### src/rtl/key_matrix_scanner.sv
// Row-scanning key matrix reader: drives one row low at a time, debounces each key
// over whole scans, and queues press events behind a valid/ack handshake.
module key_matrix_scanner #(
    parameter  int ROWS      = 4,
    parameter  int COLS      = 4,
    parameter  int DWELL     = 4,
    parameter  int DEB_SCANS = 3,
    localparam int N         = ROWS * COLS,
    localparam int CODE_W    = (N > 1) ? $clog2(N) : 1
) (
    input  logic              Clock,
    input  logic              Reset,
    input  logic [COLS-1:0]   colIn,
    output logic [ROWS-1:0]   rowOut,
    output logic [N-1:0]      held,
    output logic [N-1:0]      press,
    output logic              evValid,
    output logic [CODE_W-1:0] evCode,
    input  logic              evAck
);

    localparam int RW    = (ROWS > 1) ? $clog2(ROWS) : 1;
    localparam int DW    = (DWELL > 1) ? $clog2(DWELL) : 1;
    localparam int CNT_W = (DEB_SCANS > 1) ? $clog2(DEB_SCANS + 1) : 1;

    localparam logic [RW-1:0]    ROW_LAST = RW'(ROWS - 1);
    localparam logic [DW-1:0]    D_LAST   = DW'(DWELL - 1);
    localparam logic [CNT_W-1:0] CNT_LAST = CNT_W'(DEB_SCANS - 1);

    logic [RW-1:0]    r;
    logic [DW-1:0]    d;
    logic             sample;
    logic [COLS-1:0]  sync1, sync2, col_sync;
    logic [N-1:0]     raw;
    logic             eval;
    logic [RW-1:0]    samp_row;
    logic [CNT_W-1:0] cnt      [N];
    logic [CNT_W-1:0] cnt_next [N];
    logic [N-1:0]     held_next;
    logic [N-1:0]     held_prev;
    logic [N-1:0]     rise;
    logic [N-1:0]     pending;
    logic [N-1:0]     ack_mask;

    assign sample   = (d == D_LAST);
    assign col_sync = ~sync2;
    assign rise     = held & ~held_prev;

    always_ff @(posedge Clock or posedge Reset) begin
        if (Reset) begin
            r <= '0;
            d <= '0;
        end else if (sample) begin
            d <= '0;
            r <= (r == ROW_LAST) ? '0 : r + 1'b1;
        end else begin
            d <= d + 1'b1;
        end
    end

    always_comb begin
        rowOut    = '1;
        rowOut[r] = 1'b0;
    end

    always_ff @(posedge Clock or posedge Reset) begin
        if (Reset) begin
            sync1    <= '0;
            sync2    <= '0;
            raw      <= '0;
            eval     <= 1'b0;
            samp_row <= '0;
        end else begin
            sync1 <= colIn;
            sync2 <= sync1;
            eval  <= sample;
            if (sample) begin
                samp_row <= r;
                for (int unsigned rr = 0; rr < ROWS; rr++) begin
                    if (r == RW'(rr)) raw[rr*COLS +: COLS] <= col_sync;
                end
            end
        end
    end

    // Debounce runs the cycle after the sample, on the freshly captured raw row.
    always_comb begin
        held_next = held;
        cnt_next  = cnt;
        if (eval) begin
            for (int unsigned rr = 0; rr < ROWS; rr++) begin
                for (int unsigned cc = 0; cc < COLS; cc++) begin
                    if (samp_row == RW'(rr)) begin
                        if (raw[rr*COLS+cc] == held[rr*COLS+cc]) begin
                            cnt_next[rr*COLS+cc] = '0;
                        end else if (cnt[rr*COLS+cc] == CNT_LAST) begin
                            held_next[rr*COLS+cc] = ~held[rr*COLS+cc];
                            cnt_next[rr*COLS+cc]  = '0;
                        end else begin
                            cnt_next[rr*COLS+cc] = cnt[rr*COLS+cc] + 1'b1;
                        end
                    end
                end
            end
        end
    end

    always_ff @(posedge Clock or posedge Reset) begin
        if (Reset) begin
            held      <= '0;
            held_prev <= '0;
            for (int unsigned i = 0; i < N; i++) cnt[i] <= '0;
        end else begin
            held      <= held_next;
            held_prev <= held;
            cnt       <= cnt_next;
        end
    end

    always_comb begin
        evCode = '0;
        for (int unsigned i = N; i > 0; i--) begin
            if (pending[i-1]) evCode = CODE_W'(i - 1);
        end
    end

    assign evValid = |pending;

    always_comb begin
        ack_mask = '0;
        if (evAck && evValid) ack_mask[evCode] = 1'b1;
    end

    // A new press on the same edge as its ack-clear wins and stays pending.
    always_ff @(posedge Clock or posedge Reset) begin
        if (Reset) begin
            press   <= '0;
            pending <= '0;
        end else begin
            press   <= rise;
            pending <= (pending & ~ack_mask) | rise;
        end
    end

endmodule

### config.mk
export PLATFORM = sky130hd
export DESIGN_NAME = key_matrix_scanner
export DESIGN_NICKNAME = d
export VERILOG_FILES = /design/src/rtl/key_matrix_scanner.sv
export SDC_FILE = /design/constraint.sdc
export NUM_CORES = 1
export LEC_CHECK = 0
export CAP_MARGIN = 5
export CORE_MARGIN = 2
export CORE_UTILIZATION = 45
export DETAILED_ROUTE_END_ITERATION = 10
export PLACE_DENSITY = 0.7
export SLEW_MARGIN = 20
export SYNTH_ARGS = -nofsm -noshare
export SYNTH_HDL_FRONTEND = slang
export SYNTH_SLANG_ARGS = --single-unit
export TNS_END_PERCENT = 1
### constraint.sdc
create_clock -name Clock -period 5.75 [get_ports Clock]
set_input_delay 1.725 -clock Clock [delete_from_list [all_inputs] [get_ports Clock]]
set_output_delay 1.725 -clock Clock [all_outputs]
set_load 0.03 [all_outputs]
==> results of run 1 <==
routing by layer:
| layer | vias up | GRT usage [%] | wire (µm) |
|---|---|---|---|
| met2 | 86 | 28.7 | 4870 |
| li1 | 1603 | - | - |
| met4 | 0 | 7.14 | 95 |
| met3 | 10 | 4.82 | 384 |
| met1 | 1625 | 23.5 | 4430 |
| met5 | - | 0 | 0 |
cells in the final DEF, fill, tap and decap left out, types with 6 or more instances in the layout:
| cell type | n |
|---|---|
| o21ai_0 | 30 |
| a21oi_1 | 14 |
| clkinv_2 | 6 |
| inv_1 | 10 |
| mux2_2 | 22 |
| nor2b_1 | 20 |
| nor3_1 | 10 |
| clkbuf_16 | 17 |
| nor2_1 | 34 |
| nor3b_2 | 6 |
| o31ai_1 | 8 |
| nor3b_1 | 7 |
| nand3_1 | 14 |
| clkdlybuf4s50_1 | 47 |
| dfrtp_1 | 127 |
| xor2_1 | 11 |
| nand2_1 | 59 |
worst max-delay path, delay by kind of cell (launching register included):
family                 cells  cell delay [ns]
AO/OA/AOI/OAI              3             0.77
buffers and inverters      1             0.68
flip-flops                 1             0.39
AND/OR/NAND/NOR            1             0.16
where the power goes:
group	switching (mW)	total (mW)	internal, mW
Clock	0.353	0.994	0.641
Sequential	0.0692	1.02	0.955
Combinational	0.152	0.261	0.109
cells in the mapped netlist, drive strengths merged (8+ instances only):
library cell / number / share of area, %
nor2: 34 / 2.5
o31ai: 8 / 1.2
nand3: 14 / 1.4
o21ai: 31 / 3.1
xor2: 11 / 1.9
nor3: 11 / 1.3
dfrtp: 127 / 63
mux2: 22 / 4.9
nor2b: 20 / 2.5
nor3b: 13 / 2.5
a21oi: 14 / 1.4
nand2: 59 / 4.4
inv: 11 / 0.81
final timing paths:
path	startpoint	to	slack, ns	depth (start not counted)
setup / recovery	pending[14]	evCode[0]	1.62	5
hold / removal	sync1[3]	sync2[3]	0.35	0
setup reg to reg	samp_row[1]	held[1]	3.88	3
hold reg to reg	sync1[3]	sync2[3]	0.35	0
max in group asynchronous	Reset	held[8]	3.42	3
min in group asynchronous	Reset	press[15]	1.80	3
logic make-up (layout without fill, tap and decap cells):
logic type               count (synthesis)  after routing  synth area share [%]
AO/OA/AOI/OAI                           69             69                  8.47
XOR/XNOR                                16             16                  2.76
adder cells (fa/ha/maj)                  5              5                  1.23
buffers and inverters                   20             90                  1.92
flip-flops                             127            127                  62.6
multiplexers                            22             22                  4.88
AND/OR/NAND/NOR                        176            176                  18.2
metrics by stage:
stage | power, mW | setup WS [ns]
after global placement | 1.29 | 2.11
after detailed placement | 1.30 | 2.04
after CTS | 2.30 | 1.59
after floorplan | 1.21 | 0.641
final | 2.28 | 1.62
after global routing | 2.38 | 1.45
registers in the layout, indices dropped and copies added, names as in the netlist:
name	flops
r	2
samp_row	2
d	2
cnt	32
pending	16
held	16
eval	1
sync2	4
press	16
sync1	4
held_prev	16
raw	16
final cells by class:
class | count | area [µm²] | share of cell area (%)
multi-input combinational | 288 | 1800 | 28.9
clock inverter | 8 | 90.1 | 1.44
tap | 140 | 175 | 2.81
inverter | 11 | 43.8 | 0.702
sequential | 127 | 3180 | 50.9
timing repair buffer | 48 | 490 | 7.86
clock buffer | 23 | 458 | 7.34
==> results.tsv, run 1 <==
metric	value	unit
design_area	6240	µm²
synth-seq-cells	127	
die-area	12200	µm²
yosys_warnings	0	
critPathKind	reg -> out	
netlist_area	5080	µm²
h-tree-depth	4	
synth_edf_count	0	
drc	0	
cts_setup_buffers	0	
cp_max_fo	4	
fin_util	57.1	%
ys_types	46	
async_reset_ff_share	100	%
power.density	365	nW/µm²
dpl-instance-area	5690	µm²
vdd_drop_max	0.193	mV
total_leakage_power	2.85	nW
wirelength	9790	µm
cts_resized	0	
path_clk_slew	0.05	ns
vias	3324	
fin_cells	645	
grt_pass1_wl	16400	µm
cts_hold_buffers	0	
crit_chain	nand2b_1, a221oi_1, o41ai_2, a21oi_1, clkdlybuf4s50_1	
firstDrtPassIters	5	
cts_made_buffers	17	
ios	48	
grt_pass1_vias	3343	
nNetsFinal	505	
cp-start-kind	flip-flop	
maxSlewViolCount	0	
drive_gt1_share	13.7	%
core-area	10900	µm²
finClkSkew	0.0276	ns
rsz0062_at_grt	false	
num_antenna_cells	0	
holdWs	0.345	ns
crit_arrival	2.41	ns
dp_cells	614	
finalWeightedCongestion	0.899	
hold_class	reg -> reg	
syn_nets	447	
max_stage_delay	0.68	ns
period_needed	4.13	ns
end_kind	primary output	
drt_iter0_drc	202	
rows	38	
postRouteAntennaNets	0	
setup_tns	0	ns
maxCapViolations	0	
hpwl	6510	µm
syn_avg_cell_area	11.7	µm²
synth_ff_type	dfrtp_1	
timing_worst_slew_pin_value	0.680	ns
setup_viol	0	
numPortBuffers	47	
overflow	0	
slew_headroom	54.7	%
syn_to_final_growth	22.8	%
cp.required	4.03	ns
synthCells	435	
wl_per_cell	15.2	µm
crit_slowest_cell	clkdlybuf4s50_1	
fmax	242	MHz
grt_util_all_layers	18.0	%
grt_max_degree	128	
numClockSinks	127	
start_util	46.5	%
ctsRootBufferMaster	clkbuf_16	
vias_per_cell	5.15	
cts_tree	yes	
hold_viol_final	0	
seq_area_frac_synth	62.6	%
status	completed	
min_period_over_period	71.9	%
clk_path_buf_depth	2	
insertion_delay	0.42	ns
die-height	110	µm
antenna_found_initial	0	
fill_cells	894	
dieWidth	110	µm
(Power assumes the default switching activity.)
==> run 2: changes to the inputs <==
--- a/config.mk
+++ b/config.mk
@@ -9,7 +9,7 @@
 export CORE_MARGIN = 2
 export CORE_UTILIZATION = 45
 export DETAILED_ROUTE_END_ITERATION = 10
-export PLACE_DENSITY = 0.7
+export PLACE_DENSITY = 0.73
 export SLEW_MARGIN = 20
 export SYNTH_ARGS = -nofsm -noshare
 export SYNTH_HDL_FRONTEND = slang
==> constraint.sdc (replaced) <==
create_clock -name Clock -period 3.5 [get_ports Clock]
set_input_delay 1.05 -clock Clock [delete_from_list [all_inputs] [get_ports Clock]]
set_output_delay 1.05 -clock Clock [all_outputs]
set_load 0.03 [all_outputs]
==> run 2 against run 1 <==
First-iteration DRC count fell by 31%. Register-to-register slack worse by 2.3 ns. Die area stayed put. Clock power is 64% higher. Worst hold slack lost 0.0035 ns. Flip-flop and latch count is the same. Largest power group unchanged. Total power is 65% higher. Count of clock-buffer cells in the layout increased by 2. Critical path depth is 1 lower.
==> results.tsv, run 2 (synthesis gave the netlist of run 1 again) <==
metric	value	unit
fill_cells	908	
end_kind	primary output	
min_to	sync2[1]	
cp.required	2.45	ns
crit_chain	nor4_4, and3_1, and3b_1, clkdlybuf4s50_1	
grt_max_degree	92	
postRouteAntennaNets	0	
total_leakage_power	2.87	nW
critPathKind	reg -> out	
crit_arrival	2.23	ns
reg2reg_to	held[1]	
r2r_start	samp_row[1]	
cts_hold_buffers	0	
dpl-instance-area	5700	µm²
wl_per_cell	15.0	µm
antenna_found_initial	0	
status	completed	
cts_made_buffers	17	
hold_viol_final	0	
power	3.75	mW
layout_commonest_cell	dfrtp_1	
cp.depth	4	
core-area	10900	µm²
cts_tree	yes	
reg2reg_depth	3	
start_util	46.5	%
layout_common_cells	127 x dfrtp_1, 59 x nand2_1, 45 x clkdlybuf4s50_1	
maxSlewViolCount	0	
h-tree-depth	4	
wirelength	9690	µm
setup_viol	0	
path_clk_slew	0.05	ns
fmax	305	MHz
cp_num_buf_inv	1	
drt_iter0_drc	140	
cpLargestDelayFamily	simple AND/OR/NAND/NOR gates	
drc	0	
largest_reg_flops	32	
rsz0062_at_grt	false	
num_antenna_cells	0	
vias	3363	
clk_path_buf_depth	2	
reg2reg_setup_slack	1.61	ns
numClockSinks	127	
grt_pass1_vias	3396	
numPortBuffers	47	
slew_headroom	55.3	%
max_stage_delay	0.59	ns
crit_slowest_cell	clkdlybuf4s50_1	
power.density	598	nW/µm²
die-height	110	µm
vias_per_cell	5.21	
maxCapViolations	0	
design_area	6270	µm²
die-area	12200	µm²
finClkSkew	0.00708	ns
firstDrtPassIters	4	
syn_to_final_growth	23.5	%
nNetsFinal	506	
grt_pass1_wl	16300	µm
cp-start-kind	flip-flop	
holdWs	0.342	ns
max_flop_register	cnt	
ios	48	
worstHoldStart	sync1[1]	
rows	38	
finalWeightedCongestion	0.922	
drive_gt1_share	14.2	%
timing_worst_slew_pin_value	0.671	ns
setup_tns	0	ns
grt_util_all_layers	17.7	%
hold-path-cell-count	0	
overflow	0	
dieWidth	110	µm
cp_max_fo	5	
vdd_drop_max	0.346	mV
period_needed	3.28	ns
hpwl	6680	µm
fin_cells	646	
dp_cells	615	
insertion_delay	0.41	ns
hold_class	reg -> reg	
critPathLaunch	pending[8]	
ctsRootBufferMaster	clkbuf_16	
min_period_over_period	93.7	%
[run 2: worst max-delay path by stage]
stage                           end  slack, ns
after floorplan           evCode[2]       0.73
after global placement    evCode[0]       0.53
after detailed placement  evCode[0]       0.48
after CTS                 evCode[2]       0.03
after global routing      evCode[3]        0.1
final                     evCode[3]       0.22
[run 2: metrics by stage]
step	setup WS (ns)	util, %
finish	0.222	57.4
global route	0.0993	57.4
CTS	0.0264	57.2
detailed placement	0.477	52.1
global placement	0.528	52.1
floorplan	0.733	-
[run 2: worst reg2reg max path, delay by kind of cell, from the launching register on]
kind	cells	cell delay [ns]
mux	1	0.36
simple gates	2	0.98
flops	1	0.44
[run 2: where the power goes]
group          switching, mW  internal, mW
Combinational          0.254         0.184
Clock                  0.586          1.04
Sequential             0.118          1.57
[run 2: final cells by class]
type / count / area [µm²] / share of cell area [%]
Sequential cell: 127 / 3180 / 50.7
Multi-Input combinational cell: 288 / 1820 / 29.0
Timing Repair Buffer: 49 / 503 / 8.02
Clock buffer: 25 / 495 / 7.90
Tap cell: 140 / 175 / 2.79
Clock inverter: 6 / 57.6 / 0.917
Inverter: 11 / 45.0 / 0.718
[run 2: what timing repair did]
item / CTS / global route
buffers inserted: 0 / 0
endpoints found under the setup margin: 0 / 2
resized for setup: 0 / 4
[run 2: layer usage]
| layer | up-vias | routed length (µm) | GRT usage (%) | share of wire [%] |
|---|---|---|---|---|
| met4 | 0 | 184 | 7.77 | 1.9 |
| met5 | - | 0 | 0 | 0 |
| li1 | 1608 | - | - | - |
| met3 | 19 | 404 | 5.00 | 4.2 |
| met2 | 82 | 4740 | 27.7 | 49 |
| met1 | 1654 | 4360 | 23.0 | 45 |
==> run 3: changes to the inputs <==
--- a/config.mk
+++ b/config.mk
@@ -5,11 +5,10 @@
 export SDC_FILE = /design/constraint.sdc
 export NUM_CORES = 1
 export LEC_CHECK = 0
-export CAP_MARGIN = 5
 export CORE_MARGIN = 2
-export CORE_UTILIZATION = 45
+export CORE_UTILIZATION = 35
 export DETAILED_ROUTE_END_ITERATION = 10
-export PLACE_DENSITY = 0.73
+export PLACE_DENSITY = 0.6
 export SLEW_MARGIN = 20
 export SYNTH_ARGS = -nofsm -noshare
 export SYNTH_HDL_FRONTEND = slang
==> run 3 against run 2 <==
Worst hold slack better by 0.00091 ns. Combinational power about the same. Wire length up 7.2%. Sequential share of layout area down 0.29 points. Sequential power about the same. Clock power about the same. Register-to-register slack better by 0.04 ns. Final area up 0.58%.
==> results.tsv, run 3 (synthesis gave the netlist of run 1 again) <==
metric	value	unit
maxCapViolations	0	
antenna_found_initial	0	
numPortBuffers	47	
critPathKind	reg -> out	
dpl-instance-area	5760	µm²
use_met1	18.0	%
grt_pass1_vias	3696	
total_leakage_power	2.86	nW
wirelength	10400	µm
fill_cells	1337	
cts_hold_buffers	0	
firstDrtPassIters	5	
reg2reg_to	held[2]	
setup_tns	0	ns
timing_worst_slew_pin_value	0.649	ns
setup_viol	0	
hold_viol_final	0	
critPathLaunch	pending[8]	
rsz0062_at_grt	false	
crit_end	evCode[3]	
reg2reg_depth	3	
die-area	15500	µm²
dieWidth	124	µm
ctsRootBufferMaster	clkbuf_16	
power.density	591	nW/µm²
hpwl	7120	µm
holdWs	0.343	ns
end_kind	primary output	
cp.depth	4	
busiest_layer	met2	
finalWeightedCongestion	0.920	
vias_per_cell	4.88	
max_stage_delay	0.59	ns
vdd_drop_max	0.344	mV
rows	44	
status	completed	
slew_headroom	56.7	%
vias	3359	
postRouteAntennaNets	0	
cp-start-kind	flip-flop	
drc	0	
crit_slowest_cell	clkdlybuf4s50_1	
drive_gt1_share	14.5	%
overflow	0	
path_clk_slew	0.05	ns
grt_max_degree	92	
dp_cells	659	
start_util	35.4	%
fmax	303	MHz
worstHoldStart	sync1[3]	
wl_per_cell	15.1	µm
numClockSinks	127	
core-area	14400	µm²
h-tree-depth	4	
hold_class	reg -> reg	
ios	48	
reg2reg_setup_slack	1.65	ns
insertion_delay	0.42	ns
r2r_start	samp_row[1]	
finClkSkew	0.0163	ns
largest_reg_flops	32	
max_flop_register	cnt	
cts_setup_buffers	0	
clk_path_buf_depth	2	
cp.required	2.45	ns
crit_chain	nor4_4, and3_1, and3b_1, clkdlybuf4s50_1	
crit_arrival	2.25	ns
grt_util_all_layers	14.5	%
num_antenna_cells	0	
min_period_over_period	94.3	%
drt_iter0_drc	304	
met2_usage	23.4	%
design_area	6310	µm²
fin_util	43.9	%
period_needed	3.30	ns
maxSlewViolCount	0	
cpLargestDelayFamily	simple AND/OR/NAND/NOR gates	
nNetsFinal	506	
syn_to_final_growth	24.2	%
fin_cells	689	
layout_common_cells	127 x dfrtp_1, 59 x nand2_1, 45 x clkdlybuf4s50_1	
cts_tree	yes	
cp_num_buf_inv	1	
die-height	124	µm
use_met3	4.42	%
cp_max_fo	5	
cts_made_buffers	17	
grt_pass1_wl	17800	µm
layout_commonest_cell	dfrtp_1	
==> run 3: cell types whose count changed in the layout (fill, tap and decap cells not counted) <==
| cell | delta |
|---|---|
| a221oi_1 | +1 |
| dlygate4sd2_1 | +1 |
| clkbuf_8 | +2 |
| clkinv_2 | +1 |
| clkbuf_1 | -3 |
| dlymetal6s2s_1 | -1 |
| a221oi_2 | -1 |
| bufinv_16 | -1 |
==> run 3: cell type report <==
class                           instances  area, µm²  share of cell area [%]
Inverter                               11       45.0                   0.714
Tap cell                              184        230                    3.65
Clock buffer                           24        512                    8.11
Sequential cell                       127       3180                    50.4
Clock inverter                          6       32.5                   0.516
Timing Repair Buffer                   49        499                    7.91
Multi-Input combinational cell        288       1810                    28.7
==> run 3: how the worst min path moves through the flow <==
stage          endpoint  slack (ns)  cells after the start
2_1_floorplan  sync2[0]        0.33                      0
3_3_place_gp   sync2[3]        0.33                      0
3_5_place_dp   sync2[1]        0.33                      0
4_1_cts        sync2[1]        0.35                      0
5_1_grt        sync2[3]        0.37                      0
6_report       sync2[3]        0.34                      0
==> run 3: timing repair <==
action / in CTS / in global routing
setup endpoints to repair: 2 / 1
resized for setup: 2 / 1
pin swaps: 0 / 0
==> run 3: stage by stage <==
| stage | setup WS (ns) | total power, mW |
|---|---|---|
| global route | 0.100 | 3.91 |
| floorplan | 0.733 | 1.99 |
| CTS | 0.0930 | 3.76 |
| detailed placement | 0.443 | 2.14 |
| global placement | 0.501 | 2.12 |
| finish | 0.198 | 3.73 |
==> run 3: per-layer routing <==
metal,part of all wire (%),routed length [µm]
met1,44,4600
met2,50,5210
met3,4.0,417
met4,1.5,160
met5,0,0
==> run 3: report_power, final <==
part           leakage, nW  total (mW)  switching [mW]  internal (mW)
clock network        0.274        1.60           0.602           1.00
registers             1.64        1.69           0.117           1.57
logic                0.946       0.436           0.258          0.179
==> run 3: worst register-to-register path: stages (launching register included) <==
cell,delay [ns]
dfrtp_1,0.44
or3b_1,0.68
nor3b_2,0.27
mux2_2,0.35
